<file path="src/rtl/fq_pkg.sv">
// Shared definitions for the instruction fetch queue: bubble word,
// entry field layout and pointer-width helper.
package fq_pkg;

  // Instruction word shown to the decoder when no valid entry is at the head.
  localparam logic [31:0] FQ_BUBBLE_INSTR = 32'h0000_0000;

  // Entry layout, LSB first: {pc, instr, pred}.
  localparam int FQ_PRED_BIT  = 0;
  localparam int FQ_INSTR_LSB = 1;

  function automatic int fq_pc_lsb(input int size);
    return size + 1;
  endfunction

  function automatic int fq_entry_w(input int size);
    return 2 * size + 1;
  endfunction

  // Pointer width for a DEPTH-entry circular buffer.
  function automatic int fq_ptr_w(input int depth);
    return (depth > 1) ? $clog2(depth) : 1;
  endfunction

endpackage

</file>
<file path="src/rtl/fetch_queue_ram.sv">
// Entry storage for the fetch queue: register array with one synchronous
// write port and one asynchronous read port. Contents are not reset.
module fetch_queue_ram #(
  parameter int WIDTH = 65,
  parameter int DEPTH = 4,
  parameter int PTR_W = 2
) (
  input  logic             clk,
  input  logic             we,
  input  logic [PTR_W-1:0] waddr,
  input  logic [WIDTH-1:0] wdata,
  input  logic [PTR_W-1:0] raddr,
  output logic [WIDTH-1:0] rdata
);

  logic [WIDTH-1:0] mem_q [DEPTH];

  // Write the addressed entry on a push.
  always_ff @(posedge clk) begin
    if (we) begin
      mem_q[waddr] <= wdata;
    end
  end

  assign rdata = mem_q[raddr];

endmodule

</file>
<file path="src/rtl/fetch_queue.sv">
// Instruction fetch queue between Fetch and Decoder: DEPTH-entry circular
// buffer of {pc, instr, pred} with back-pressure, flush and bubble injection.
// Optional macro FQ_BYPASS_EN: an empty queue with a ready decoder forwards
// the offered entry straight to the outputs in the same cycle.
module fetch_queue
  import fq_pkg::*;
#(
  parameter int              SIZE   = 32,
  parameter int              DEPTH  = 4,
  parameter logic [SIZE-1:0] BUBBLE = SIZE'(FQ_BUBBLE_INSTR)
) (
  input  logic                     clk,
  input  logic                     reset,
  input  logic                     flush,
  input  logic                     in_valid,
  output logic                     in_ready,
  input  logic [SIZE-1:0]          in_pc,
  input  logic [SIZE-1:0]          in_instr,
  input  logic                     in_pred,
  output logic                     out_valid,
  input  logic                     out_ready,
  output logic [SIZE-1:0]          out_pc,
  output logic [SIZE-1:0]          out_instr,
  output logic                     out_pred,
  output logic [$clog2(DEPTH):0]   count
);

  localparam int PTR_W   = fq_ptr_w(DEPTH);
  localparam int CNT_W   = $clog2(DEPTH) + 1;
  localparam int ENTRY_W = fq_entry_w(SIZE);
  localparam int PC_LSB  = fq_pc_lsb(SIZE);

  logic [PTR_W-1:0]   rd_ptr_q, rd_ptr_d;
  logic [PTR_W-1:0]   wr_ptr_q, wr_ptr_d;
  logic [CNT_W-1:0]   count_q, count_d;
  logic [SIZE-1:0]    last_pc_q, last_pc_d;
  logic [ENTRY_W-1:0] head_entry;
  logic [ENTRY_W-1:0] wr_entry;
  logic               not_empty;
  logic               bypass;
  logic               push;
  logic               pop;

  assign not_empty = (count_q != '0);
  assign in_ready  = (count_q != CNT_W'(DEPTH));

`ifdef FQ_BYPASS_EN
  assign bypass = ~not_empty & in_valid & out_ready & ~flush;
`else
  assign bypass = 1'b0;
`endif

  // A bypassed entry is consumed directly, so it is never written.
  assign push     = in_valid & in_ready & ~flush & ~bypass;
  assign pop      = not_empty & ~flush & out_ready;
  assign wr_entry = {in_pc, in_instr, in_pred};

  fetch_queue_ram #(
    .WIDTH (ENTRY_W),
    .DEPTH (DEPTH),
    .PTR_W (PTR_W)
  ) u_ram (
    .clk   (clk),
    .we    (push),
    .waddr (wr_ptr_q),
    .wdata (wr_entry),
    .raddr (rd_ptr_q),
    .rdata (head_entry)
  );

  // Head presentation: bypass entry, stored head, or bubble with the last
  // presented PC held stable.
  always_comb begin
    out_valid = 1'b0;
    out_pc    = last_pc_q;
    out_instr = BUBBLE;
    out_pred  = 1'b0;
    if (bypass) begin
      out_valid = 1'b1;
      out_pc    = in_pc;
      out_instr = in_instr;
      out_pred  = in_pred;
    end else if (not_empty && !flush) begin
      out_valid = 1'b1;
      out_pc    = head_entry[PC_LSB +: SIZE];
      out_instr = head_entry[FQ_INSTR_LSB +: SIZE];
      out_pred  = head_entry[FQ_PRED_BIT];
    end
  end

  // Next-state for pointers, occupancy and held PC; flush overrides all.
  always_comb begin
    rd_ptr_d  = rd_ptr_q;
    wr_ptr_d  = wr_ptr_q;
    count_d   = count_q;
    last_pc_d = out_valid ? out_pc : last_pc_q;
    if (flush) begin
      rd_ptr_d = '0;
      wr_ptr_d = '0;
      count_d  = '0;
    end else begin
      if (push) wr_ptr_d = wr_ptr_q + PTR_W'(1);
      if (pop)  rd_ptr_d = rd_ptr_q + PTR_W'(1);
      if (push && !pop)      count_d = count_q + CNT_W'(1);
      else if (pop && !push) count_d = count_q - CNT_W'(1);
    end
  end

  // State registers, cleared immediately by reset.
  always_ff @(posedge clk or negedge reset) begin
    if (!reset) begin
      rd_ptr_q  <= '0;
      wr_ptr_q  <= '0;
      count_q   <= '0;
      last_pc_q <= '0;
    end else begin
      rd_ptr_q  <= rd_ptr_d;
      wr_ptr_q  <= wr_ptr_d;
      count_q   <= count_d;
      last_pc_q <= last_pc_d;
    end
  end

  assign count = count_q;

endmodule

</file>
<file path="config.mk">
export PLATFORM = sky130hd
export DESIGN_NAME = fetch_queue
export DESIGN_NICKNAME = d
export VERILOG_FILES = /design/src/rtl/fq_pkg.sv /design/src/rtl/fetch_queue_ram.sv /design/src/rtl/fetch_queue.sv
export SDC_FILE = /design/constraint.sdc
export NUM_CORES = 1
export LEC_CHECK = 0
export BUFFER_PORTS_ARGS = -buffer_cell sky130_fd_sc_hd__buf_2
export CORE_ASPECT_RATIO = 1.2
export CORE_UTILIZATION = 50
export DETAILED_ROUTE_END_ITERATION = 7
export GPL_TIMING_DRIVEN = 0
export PLACE_DENSITY = 0.7
export RECOVER_POWER = 100
export SLEW_MARGIN = 20
export SYNTH_ARGS = -nofsm -noshare
export SYNTH_HDL_FRONTEND = slang
export SYNTH_SLANG_ARGS = --single-unit
</file>
<file path="constraint.sdc">
create_clock -name clk -period 4.2 [get_ports clk]
set_clock_uncertainty 0.1 [all_clocks]
set_input_delay 0.42 -clock clk [delete_from_list [all_inputs] [get_ports clk]]
set_output_delay 0.42 -clock clk [all_outputs]
set_load 0.02 [all_outputs]
</file>
==> parameters.txt, run 1 <==
Parameter                              Value

Run status
  Status    finished, violations left
  Violated checks    max-capacitance violations, max-slew violations

Floorplanning
  Core area    between 0.02 and 0.025 sq mm
  Die outline height    170 microns
  Width of the die    around 140 microns
  Area enclosed by the die boundary    between 0.02 and 0.025 sq mm
  Number of primary I/O pins    140
  Starting Density    about half
  Row count    61

Clock network
  Clk root buf    sky130_fd_sc_hd__clkbuf_16
  Clock-pin transition on the worst setup and hold timing paths    0.06 ns
  Clock Sink Count    between 200 and 300
  Total setup buffers inserted after CTS    0
  Deepest clock path buffer count    3
  Maximum level of the CTS H-tree    1
  Clock tree from TritonCTS    done
  TritonCTS buffer count    29
  Clock network latency to the later pin of the worst-skew pair    0.53 ns

Routing
  DR DRC count    0
  Final wirelength    approximately 22000 microns
  Antenna-violating nets left    0
  Detail-routed net length per standard cell    between 15 and 20 microns
  Detailed Routing Iterations Pass 1    5
  Total number of vias    about 6000
  Number of design-rule violations left by the first detailed-router iteration    222
  Number of vias per cell    ~5.4

STA
  Number of hold violations in the final report    0
  Setup repair after global routing missed its margin    false
  Final setup violating endpoints    0
  Total Neg Setup Slack    0 ns
  Final critical path time including I/O delays and setup    between 3 and 4 ns
  Measured slew at the worst slew-check pin    2.60 ns
  Final slew viol count    40
  Final worst-path cycle share    approximately 83%
  Highest achievable clock rate    288 MHz
  Slew Limit Headroom    -73.2%

Logic synthesis
  Part of the Yosys area used for sequential elements    74.5%
  Number of nets produced by synthesis    roughly 620
  Number of synthesized register bits    approximately 300
  Netlist area before placement    0.0118 sq mm
  Top cell type's share of synthesized area    66.3%
  Ys Warns    0
  Post-synthesis instance total    ~540
  Synth unique cells    37
  Area contributors post-synth    sky130_fd_sc_hd__edfxtp_1 (66%), sky130_fd_sc_hd__mux4_2 (12%), sky130_fd_sc_hd__dfrtp_1 (8.3%)
  Yosys top cell by area    sky130_fd_sc_hd__edfxtp_1
  Post-Syn Area per Cell    21.7 sq um

Final layout
  Share of final-layout standard cells stronger than drive strength 1    slightly below 30%
  Area growth from synthesis to final layout    21.0%
  Non-filler cells, final    ~1100
  Antenna Cells    0
  Number of nets in the final layout    ~850

GRT
  Number of global-route vias before repair    6500
  Congestion Overflow GR    0
  Global router's overall resource usage    a little under a fifth
  Number of antenna violations at the first check in global routing    0
  Maximum number of pins on one net before global-route repair    40
  Global-route wire length before repair    between 30000 and 40000 microns

Worst setup path
  Slack of the worst reg-to-reg path    0.91 ns
  Critical Path RT    3.68 ns
  Number of cells on the worst reg-to-reg path    8
  Kind of capture point of the worst setup path    output port
  Startpoint Class    flip-flop
  CP Data Arrival Time    just under 3 ns
  Worst reg2reg path startpoint    count[1]
  Worst flop-to-flop path endpoint    count[2]
  Crit Path Category    reg2out
  Maximum net fanout on the critical path    10

Job
  Max-capacitance violation count    1

Pwr
  Power density relative to cell area    about 580 mW/mm^2
  Static Leak    ~4.8 nW
  Maximum vdd ir drop    slightly below 0.4 mV

Hold path
  Startpoint of the tightest hold check path    in_instr[19]
  Hold depth    1
  Terminating pin of the worst hold path    u_ram.mem_q[0][20]
  Type of the tightest min-delay check    in2reg

Placement
  Detailed placement HPWL    13600 microns
  Post-placement cell count    ~1000
  Count of input and output buffers    roughly 140
  Final weighted congestion in routability-driven placement    approximately 0.87
placed cells by master, fill, tap and decap left out, types with 2 or more instances in the layout:
cell type                       count
sky130_fd_sc_hd__clkbuf_1         121
sky130_fd_sc_hd__clkinv_1           3
sky130_fd_sc_hd__a21oi_1            2
sky130_fd_sc_hd__and2_4             4
sky130_fd_sc_hd__nand3_1            3
sky130_fd_sc_hd__o31ai_1            2
sky130_fd_sc_hd__xor2_1             2
sky130_fd_sc_hd__buf_6              4
sky130_fd_sc_hd__mux2_1             3
sky130_fd_sc_hd__and2_0            25
sky130_fd_sc_hd__dlygate4sd3_1     61
sky130_fd_sc_hd__clkbuf_16         29
sky130_fd_sc_hd__mux2_2            61
sky130_fd_sc_hd__clkbuf_2           4
sky130_fd_sc_hd__clkbuf_8           4
sky130_fd_sc_hd__clkinv_2           5
sky130_fd_sc_hd__and2_1             8
sky130_fd_sc_hd__nand3b_1           3
sky130_fd_sc_hd__nor2_1             4
sky130_fd_sc_hd__edfxtp_1         260
sky130_fd_sc_hd__buf_12             4
sky130_fd_sc_hd__o21ai_0            5
sky130_fd_sc_hd__dfrtp_1           39
sky130_fd_sc_hd__ha_1               4
sky130_fd_sc_hd__buf_2             48
sky130_fd_sc_hd__mux4_2            65
sky130_fd_sc_hd__o211ai_1           2
sky130_fd_sc_hd__inv_1              6
sky130_fd_sc_hd__o311a_1            2
where the power goes:
group          internal [mW]  total (mW)  switching (mW)  leakage [nW]
sequential              3.52        3.63           0.105          2.83
clock                   1.40        2.41            1.01         0.438
combinational           1.04        2.24            1.20          1.50
total                   5.96        8.28            2.32          4.77
critical path: stages, from the launching register on:
cell	delay [ns]
sky130_fd_sc_hd__dfrtp_1	0.34
sky130_fd_sc_hd__clkbuf_1	0.32
sky130_fd_sc_hd__nor2_1	0.19
sky130_fd_sc_hd__a21oi_4	0.39
sky130_fd_sc_hd__clkbuf_1	0.55
sky130_fd_sc_hd__mux2_2	0.42
sky130_fd_sc_hd__clkbuf_1	0.20
cell type report:
class / count / area, sq um
Timing Repair Buffer: 203 / 1200
Fill cell: 1716 / 8860
Buffer: 30 / 223
Clock buffer: 44 / 822
Inverter: 7 / 26.3
Sequential cell: 299 / 8780
Clock inverter: 9 / 66.3
Tap cell: 315 / 394
Multi-Input combinational cell: 208 / 2750
layer usage:
metal | track usage, % | wire length (microns)
met1 | 21.8 | 8670
met2 | 35.2 | 11900
met3 | 3.32 | 1020
met4 | 5.66 | 492
met5 | 0 | 0
timing repair:
action / CTS / global route
endpoints found under the hold margin: 265 / 0
hold buffers: 61 / 0
gates resized for setup: 0 / 0
worst max path at each step:
stage | depth (start not counted) | slack, ns | startpoint | to
final | 6 | 0.73 | count[1] | out_pc[30]
after global routing | 6 | 0.54 | count[1] | out_pc[4]
after CTS | 6 | 1.18 | count[0] | out_pc[5]
after detailed placement | 8 | 1.40 | count[1] | count[2]
after global placement | 4 | -0.28 | flush | u_ram.mem_q[0][14]
after floorplan | 4 | 1.10 | count[0] | u_ram.mem_q[0][0]
cells in the mapped netlist (all sizes together):
| cell | count |
|---|---|
| nor3b | 1 |
| nor3 | 1 |
| nand2 | 1 |
| o21ai | 5 |
| edfxtp | 260 |
| o211ai | 2 |
| o311a | 2 |
| a21oi | 3 |
| buf | 25 |
| ha | 4 |
| nor2 | 4 |
| o311ai | 1 |
| clkbuf | 5 |
| fa | 1 |
| dfrtp | 39 |
| mux2 | 64 |
| o21a | 1 |
| mux4 | 65 |
| a211oi | 1 |
| and2 | 37 |
| inv | 7 |
| a31o | 1 |
| o211a | 1 |
| a21boi | 1 |
| nand3 | 3 |
| o41ai | 1 |
| xor2 | 2 |
| nand3b | 3 |
| o31ai | 2 |
| xnor2 | 1 |
kinds of logic after synthesis:
kind of cell | after synthesis | share of synthesized area (%)
multiplexers | 129 | 18.5
flip-flops | 299 | 74.5
AND/OR/NAND/NOR | 50 | 2.57
AO/OA/AOI/OAI | 21 | 1.36
buffers and inverters | 37 | 2.18
adder cells (fa/ha/maj) | 5 | 0.595
XOR/XNOR | 3 | 0.223
per-stage QoR:
stage / util, % / hold WS, ns / instance area [sq um] / setup slack, ns / power [mW]
after floorplan: - / 0.0244 / 11800 / 1.10 / 5.34
final: 61.7 / 0.0856 / 14300 / 0.732 / 8.28
after detailed placement: 56.0 / 0.392 / 13000 / 1.40 / 5.98
after global routing: 61.7 / 0.0791 / 14300 / 0.543 / 8.64
after global placement: 55.6 / 0.385 / 12900 / -0.281 / 5.92
after CTS: 62.5 / 0.00106 / 14500 / 1.18 / 8.44
flip-flops by register name (all words and copies together), names as in the netlist:
name	flops
count	3
wr_ptr_q	2
rd_ptr_q	2
u_ram.mem_q	260
last_pc_q	32
No activity file was read; power rests on OpenSTA's default activity.
==> run 2: changes to the inputs <==
Settings changed: PLACE_DENSITY 0.7 to 0.73.
Clock period 4.2 ns to 3.19 ns, I/O delays scaled along.
==> run 2 against run 1 <==
  * The flow still finishes with violations (max-capacitance violations, max-slew violations)
  * Die area is the same
  * Wire length grew 0.45%
  * Global-route usage grew 0.23 points
  * Non-clock buffer count grew 5
  * Utilization grew 0.86 points
  * Clock power grew 43%
  * Via count grew 0.52%
  * Cell count grew 0.54%
  * Critical endpoint is now out_instr[24]
  * Largest cell class unchanged
  * Highest routed layer unchanged
==> parameters.txt, run 2 (same netlist as run 1, synthesis figures left out) <==
Parameter                              Value

STA
  Final worst-path cycle share    between 90 and 100%
  Smallest hold slack    0.0421 ns (was 0.0856 ns)
  Highest achievable clock rate    ~340 MHz
  Slew Limit Headroom    -65.5% (was -73.2%)
  Final setup slack of the worst path    0.231 ns (was 0.732 ns)
  Final slew viol count    40 (unchanged)
  Setup repair after global routing missed its margin    false (unchanged)
  Measured slew at the worst slew-check pin    2.48 ns (was 2.60 ns)
  Final setup violating endpoints    0 (unchanged)
  Final critical path time including I/O delays and setup    about 3.0 ns
  Number of hold violations in the final report    0 (unchanged)

Clock network
  TritonCTS buffer count    29 (unchanged)
  Clock tree from TritonCTS    done (unchanged)
  Number of hold buffers added after cts    66 (was 61)
  Clock network latency to the later pin of the worst-skew pair    0.53 ns (about the same)
  Clock-pin transition on the worst setup and hold timing paths    0.06 ns (about the same)
  Maximum level of the CTS H-tree    1 (unchanged)
  Total setup buffers inserted after CTS    0 (unchanged)
  Deepest clock path buffer count    3 (unchanged)
  Clock Sink Count    299 (unchanged)
  Total of cells resized after clock tree synthesis    0 (unchanged)
  Clk root buf    sky130_fd_sc_hd__clkbuf_16 (unchanged)

Worst setup path
  Slack of the worst reg-to-reg path    0.39 ns (was 0.91 ns)
  Maximum net fanout on the critical path    10 (unchanged)
  Worst path cell trace    clkbuf_2 > clkbuf_1 > mux4_2 > and2_1 > clkbuf_1 (was clkbuf_1 > nor2_1 > a21oi_4 > clkbuf_1 > mux2_2 > clkbuf_1)
  Kind of capture point of the worst setup path    output port (unchanged)
  Startpoint Class    flip-flop (unchanged)
  Critical Path RT    2.77 ns (was 3.68 ns)
  CP Data Arrival Time    2.54 ns (was 2.95 ns)
  Crit path top cell by count    sky130_fd_sc_hd__clkbuf_1 (unchanged)
  Crit Path Category    reg2out (unchanged)
  Slowest cell on the critical path    sky130_fd_sc_hd__clkbuf_1 (unchanged)
  Delay of the slowest cell on the worst path    0.56 ns (was 0.55 ns)

GRT
  Number of antenna violations at the first check in global routing    0 (unchanged)
  Congestion Overflow GR    0 (unchanged)
  Maximum number of pins on one net before global-route repair    41 (was 40)
  Global-route wire length before repair    34800 microns (was 34200 microns)
  Number of global-route vias before repair    6635 (was 6500)
  Global router's overall resource usage    19.0% (was 18.8%)

Routing
  Number of vias per cell    5.35 (about the same)
  Total routed wire length on the met1 layer    8500 microns (was 8670 microns)
  Antenna-violating nets left    0 (unchanged)
  Met2 WL    12000 microns (was 11900 microns)
  Total number of vias    5999 (was 5968)
  DR DRC count    0 (unchanged)
  Wire length on met3    1340 microns (was 1020 microns)
  Number of design-rule violations left by the first detailed-router iteration    233 (was 222)
  Detail-routed net length per standard cell    19.8 microns (about the same)
  Final wirelength    22200 microns (was 22100 microns)
  Max Used Layer    met4 (unchanged)
  Detailed Routing Iterations Pass 1    4 (was 5)

Final layout
  Reg area    0.00878 sq mm (unchanged)
  Total non-filler cell area in the finished layout    0.0145 sq mm (was 0.0143 sq mm)
  Fill cell total of the finished layout    1675 (was 1716)
  Highest-count cells in the layout ignoring fill and taps    sky130_fd_sc_hd__edfxtp_1 (260), sky130_fd_sc_hd__clkbuf_1 (131), sky130_fd_sc_hd__dlygate4sd3_1 (66), sky130_fd_sc_hd__mux4_2 (65), sky130_fd_sc_hd__mux2_2 (62) (was sky130_fd_sc_hd__edfxtp_1 (260), sky130_fd_sc_hd__clkbuf_1 (121), sky130_fd_sc_hd__mux4_2 (65), sky130_fd_sc_hd__mux2_2 (61), sky130_fd_sc_hd__dlygate4sd3_1 (61))
  Number of nets in the final layout    858 (was 853)
  Area growth from synthesis to final layout    22.7% (was 21.0%)
  Most flops, register    u_ram.mem_q (unchanged)
  Area of the multi-input gates    0.00275 sq mm (about the same)
  Leading cell type in the layout, fill and taps excluded    sky130_fd_sc_hd__edfxtp_1 (unchanged)
  Share of final-layout standard cells stronger than drive strength 1    27.8% (was 29.1%)
  Non-filler cells, final    1121 (was 1115)
  Max FFs per register    260 (unchanged)
  Antenna Cells    0 (unchanged)

Run status
  Violated checks    max-capacitance violations, max-slew violations (unchanged)
  Status    finished, violations left (unchanged)

Placement
  Count of input and output buffers    138 (unchanged)
  Detailed placement HPWL    13500 microns (was 13600 microns)
  Final weighted congestion in routability-driven placement    0.759 (was 0.867)
  Worst setup slack after placement    0.447 ns (was 1.40 ns)
  Standard cell area after detailed placement    0.0130 sq mm (about the same)
  Post-placement cell count    1001 (unchanged)

Floorplanning
  Width of the die    142 microns (unchanged)
  Core area    0.0231 sq mm (unchanged)
  Number of primary I/O pins    140 (unchanged)
  Starting Density    51.0% (unchanged)
  Row count    61 (unchanged)
  Area enclosed by the die boundary    0.0242 sq mm (unchanged)
  Die outline height    170 microns (unchanged)

Pwr
  Total Power Consumption    11.2 mW (was 8.28 mW)
  Static Leak    4.80 nW (was 4.77 nW)
  Power density relative to cell area    773 mW/mm^2 (was 580 mW/mm^2)
  Maximum vdd ir drop    0.718 mV (was 0.398 mV)

Job
  Max-capacitance violation count    1 (unchanged)

Hold path
  Type of the tightest min-delay check    in2reg (unchanged)
[run 2: cell count changes in the layout (fill, tap and decap cells not counted), sizes merged]
| cell | previous run | this run |
|---|---|---|
| buf | 58 | 41 |
| bufinv | 1 | 4 |
| clkbuf | 158 | 168 |
| clkinv | 8 | 9 |
| clkinvlp | 0 | 2 |
| dlygate4sd3 | 61 | 66 |
| inv | 7 | 9 |
[run 2: layer usage]
layer	vias up	track usage (%)
li1	2696	-
met1	3089	21.8
met2	186	35.6
met3	28	4.19
met4	0	5.10
met5	-	0
[run 2: area by class of cell]
cell class	instances	share of cell area [%]
flip-flops and latches	299	60.7
multi-input cells	208	19.0
repair buffers	208	9.09
clock buffers	37	5.36
well taps	315	2.73
plain buffers	30	1.57
clock inverters	17	1.35
inverters	7	0.182
[run 2: where the power goes]
group | internal [mW] | switching, mW
combinational | 1.37 | 1.59
sequential | 4.64 | 0.141
clock | 2.05 | 1.39
[run 2: final timing paths]
kind                          startpoint       endpoint  depth (start not counted)
max                          rd_ptr_q[1]  out_instr[24]                          5
min                             in_valid    wr_ptr_q[0]                          3
max reg2reg                     count[0]       count[2]                          8
min reg2reg                last_pc_q[12]  last_pc_q[12]                          1
max in group asynchronous          reset   last_pc_q[4]                          2
min in group asynchronous          reset  last_pc_q[23]                          2
[run 2: metrics by stage]
step / utilization (%) / TNS [ns]
after floorplan: - / 0
after global placement: 55.6 / -291.27
after detailed placement: 56.2 / 0
after CTS: 63.2 / 0
after global routing: 62.5 / 0
final: 62.5 / 0
[run 2: critical path: cells and delay by family, from the launching register on]
family        cells  cell delay (ns)
buf+inv           3             1.04
flops             1             0.38
mux               1             0.41
simple gates      1             0.18
==> run 3: changes to the inputs <==
Settings changed: CORE_MARGIN set to 2, RECOVER_POWER 100 to 25.
==> run 3 against run 2 <==
  * The run now ends clean
  * Die area up 2.6%
  * Highest routed layer unchanged
  * Setup slack better by 0.060 ns
  * Fmax up 2.1%
  * Clock-buffer cell count up 4
  * Flip-flop and latch count unchanged
  * Combinational power up 3%
  * Global-route usage down 0.20 points
  * Sequential power about the same
  * Wire length up 2.5%
  * Via count up 0.87%
  * Largest power group unchanged
  * Critical path depth up 1
==> parameters.txt, run 3 (same netlist as run 1, synthesis figures left out) <==
Parameter                              Value

Run status
  Status    finished, final reports clean (was finished, violations left)

Worst setup path
  Worst path cell trace    buf_2 > nor2_2 > a21oi_4 > buf_2 > mux2_2 > buf_2 (was clkbuf_2 > clkbuf_1 > mux4_2 > and2_1 > clkbuf_1)
  Crit path top cell by count    sky130_fd_sc_hd__buf_2 (was sky130_fd_sc_hd__clkbuf_1)
  Startpoint Class    flip-flop (unchanged)
  Slowest cell on the critical path    sky130_fd_sc_hd__mux2_2 (was sky130_fd_sc_hd__clkbuf_1)
  CP Data Arrival Time    2.48 ns (was 2.54 ns)
  Slack of the worst reg-to-reg path    0.41 ns (was 0.39 ns)
  Critical Path RT    2.77 ns (about the same)
  Maximum net fanout on the critical path    10 (unchanged)
  Critical path buffers and inverters    3 (unchanged)
  Crit Path Category    reg2out (unchanged)
  Kind of capture point of the worst setup path    output port (unchanged)
  Delay of the slowest cell on the worst path    0.40 ns (was 0.56 ns)
  Cell family with most CP delay    buffers and inverters (unchanged)

Clock network
  Clock tree from TritonCTS    done (unchanged)
  Deepest clock path buffer count    3 (unchanged)
  Total setup buffers inserted after CTS    0 (unchanged)
  Clock-pin transition on the worst setup and hold timing paths    0.06 ns (about the same)
  Maximum level of the CTS H-tree    1 (unchanged)
  TritonCTS buffer count    29 (unchanged)
  Clock network latency to the later pin of the worst-skew pair    0.54 ns (was 0.53 ns)
  Clock Sink Count    299 (unchanged)
  Clk root buf    sky130_fd_sc_hd__clkbuf_16 (unchanged)

STA
  Final worst-path cycle share    90.9% (was 92.7%)
  Slew Limit Headroom    55.8% (was -65.5%)
  Measured slew at the worst slew-check pin    0.662 ns (was 2.48 ns)
  Setup repair after global routing missed its margin    false (unchanged)
  Final critical path time including I/O delays and setup    2.90 ns (was 2.96 ns)
  Smallest hold slack    0.0363 ns (was 0.0421 ns)
  Highest achievable clock rate    345 MHz (was 338 MHz)
  Final setup violating endpoints    0 (unchanged)
  Number of hold violations in the final report    0 (unchanged)
  Final slew viol count    0 (was 40)
  Final setup slack of the worst path    0.291 ns (was 0.231 ns)

Final layout
  Number of nets in the final layout    858 (unchanged)
  Total non-filler cell area in the finished layout    0.0145 sq mm (about the same)
  Highest-count cells in the layout ignoring fill and taps    sky130_fd_sc_hd__edfxtp_1 (260), sky130_fd_sc_hd__buf_2 (107), sky130_fd_sc_hd__dlygate4sd3_1 (66), sky130_fd_sc_hd__mux4_2 (65), sky130_fd_sc_hd__mux2_2 (64) (was sky130_fd_sc_hd__edfxtp_1 (260), sky130_fd_sc_hd__clkbuf_1 (131), sky130_fd_sc_hd__dlygate4sd3_1 (66), sky130_fd_sc_hd__mux4_2 (65), sky130_fd_sc_hd__mux2_2 (62))
  Area growth from synthesis to final layout    23.4% (was 22.7%)
  Leading cell type in the layout, fill and taps excluded    sky130_fd_sc_hd__edfxtp_1 (unchanged)
  Max FFs per register    260 (unchanged)
  Fill cell total of the finished layout    1683 (was 1675)
  Most flops, register    u_ram.mem_q (unchanged)
  Share of final-layout standard cells stronger than drive strength 1    38.2% (was 27.8%)

GRT
  Number of antenna violations at the first check in global routing    1 (was 0)
  Maximum number of pins on one net before global-route repair    41 (unchanged)
  Number of global-route vias before repair    6725 (was 6635)
  Global router's overall resource usage    18.8% (was 19.0%)
  Congestion Overflow GR    0 (unchanged)
  Global-route wire length before repair    35400 microns (was 34800 microns)

Placement
  Standard cell area after detailed placement    0.0130 sq mm (about the same)
  Final weighted congestion in routability-driven placement    0.792 (was 0.759)
  Worst setup slack after placement    0.434 ns (was 0.447 ns)
  Count of input and output buffers    138 (unchanged)
  Detailed placement HPWL    14000 microns (was 13500 microns)

Hold path
  Type of the tightest min-delay check    in2reg (unchanged)

Job
  Max-capacitance violation count    0 (was 1)

Routing
  Detail-routed net length per standard cell    20.3 microns (was 19.8 microns)
  Number of vias per cell    5.39 (was 5.35)
  Final wirelength    22700 microns (was 22200 microns)
  Detailed Routing Iterations Pass 1    4 (unchanged)
  DR DRC count    0 (unchanged)
  Antenna-violating nets left    0 (unchanged)
  Number of design-rule violations left by the first detailed-router iteration    284 (was 233)
  Total number of vias    6051 (was 5999)

Floorplanning
  Die outline height    172 microns (was 170 microns)
  Area enclosed by the die boundary    0.0248 sq mm (was 0.0242 sq mm)
  Starting Density    50.8% (was 51.0%)
  Core area    0.0232 sq mm (was 0.0231 sq mm)
  Width of the die    144 microns (was 142 microns)
  Number of primary I/O pins    140 (unchanged)
  Row count    61 (unchanged)

Pwr
  Maximum vdd ir drop    0.541 mV (was 0.718 mV)
  Power density relative to cell area    767 mW/mm^2 (was 773 mW/mm^2)
  Static Leak    5.05 nW (was 4.80 nW)
[run 3: cell count changes in the layout (fill, tap and decap cells not counted), moves of 3 or more]
cell                        before  now
sky130_fd_sc_hd__buf_2          27  107
sky130_fd_sc_hd__and2_1         23   33
sky130_fd_sc_hd__and2_2          4    0
sky130_fd_sc_hd__and2_4          0    4
sky130_fd_sc_hd__clkinv_1        4    0
sky130_fd_sc_hd__clkbuf_1      131   54
sky130_fd_sc_hd__bufinv_16       4    1
sky130_fd_sc_hd__and2_0         10    0
sky130_fd_sc_hd__clkbuf_2        6    0
sky130_fd_sc_hd__clkbuf_8        2    8
[run 3: what timing repair did]
| item | in CTS | in global routing |
|---|---|---|
| gates resized for setup | 0 | 0 |
| hold endpoints to repair | 299 | 0 |
| endpoints found under the setup margin | 0 | 0 |
| hold buffers | 66 | 0 |
[run 3: report_power, final]
| group | switching (mW) | internal (mW) | leakage [nW] |
|---|---|---|---|
| combinational | 1.58 | 1.47 | 1.75 |
| sequential | 0.142 | 4.64 | 2.83 |
| clock | 1.40 | 1.94 | 0.470 |
| total | 3.12 | 8.04 | 5.05 |
[run 3: worst min-delay path, cell delays in order]
cell                      delay (ns)
sky130_fd_sc_hd__buf_2          0.16
sky130_fd_sc_hd__nand3_1        0.08
sky130_fd_sc_hd__a21oi_1        0.06
[run 3: metal layers]
layer  global-route usage (%)  share of wire, %
met1                     22.3                39
met2                     34.2                53
met3                     4.21               5.9
met4                     6.12               2.3
met5                        0                 0
[run 3: cell type report]
type / count / area, sq um / share of cell area (%)
Antenna cell: 1 / 2.50 / 0.0172
Tap cell: 315 / 394 / 2.71
Inverter: 7 / 26.3 / 0.181
Sequential cell: 299 / 8780 / 60.4
Clock buffer: 41 / 851 / 5.85
Clock inverter: 13 / 105 / 0.723
Multi-Input combinational cell: 208 / 2750 / 18.9
Timing Repair Buffer: 208 / 1400 / 9.62
Buffer: 30 / 230 / 1.58
[run 3: final timing paths]
path	start	to	cells after the start
max	count[0]	out_pc[1]	6
min	in_valid	wr_ptr_q[0]	3
max reg2reg	count[0]	count[2]	8
min reg2reg	last_pc_q[17]	last_pc_q[17]	1
max in group asynchronous	reset	count[1]	2
min in group asynchronous	reset	last_pc_q[17]	2
[run 3: stage by stage]
step	power [mW]	util, %	setup TNS (ns)	instances
3_5_place_dp	7.89	55.9	0	1001
5_1_grt	11.7	62.7	0	1122
6_report	11.2	62.7	0	1122
3_3_place_gp	7.79	55.5	-283.49	997
2_1_floorplan	7.03	-	0	544
4_1_cts	11.3	62.9	0	1121
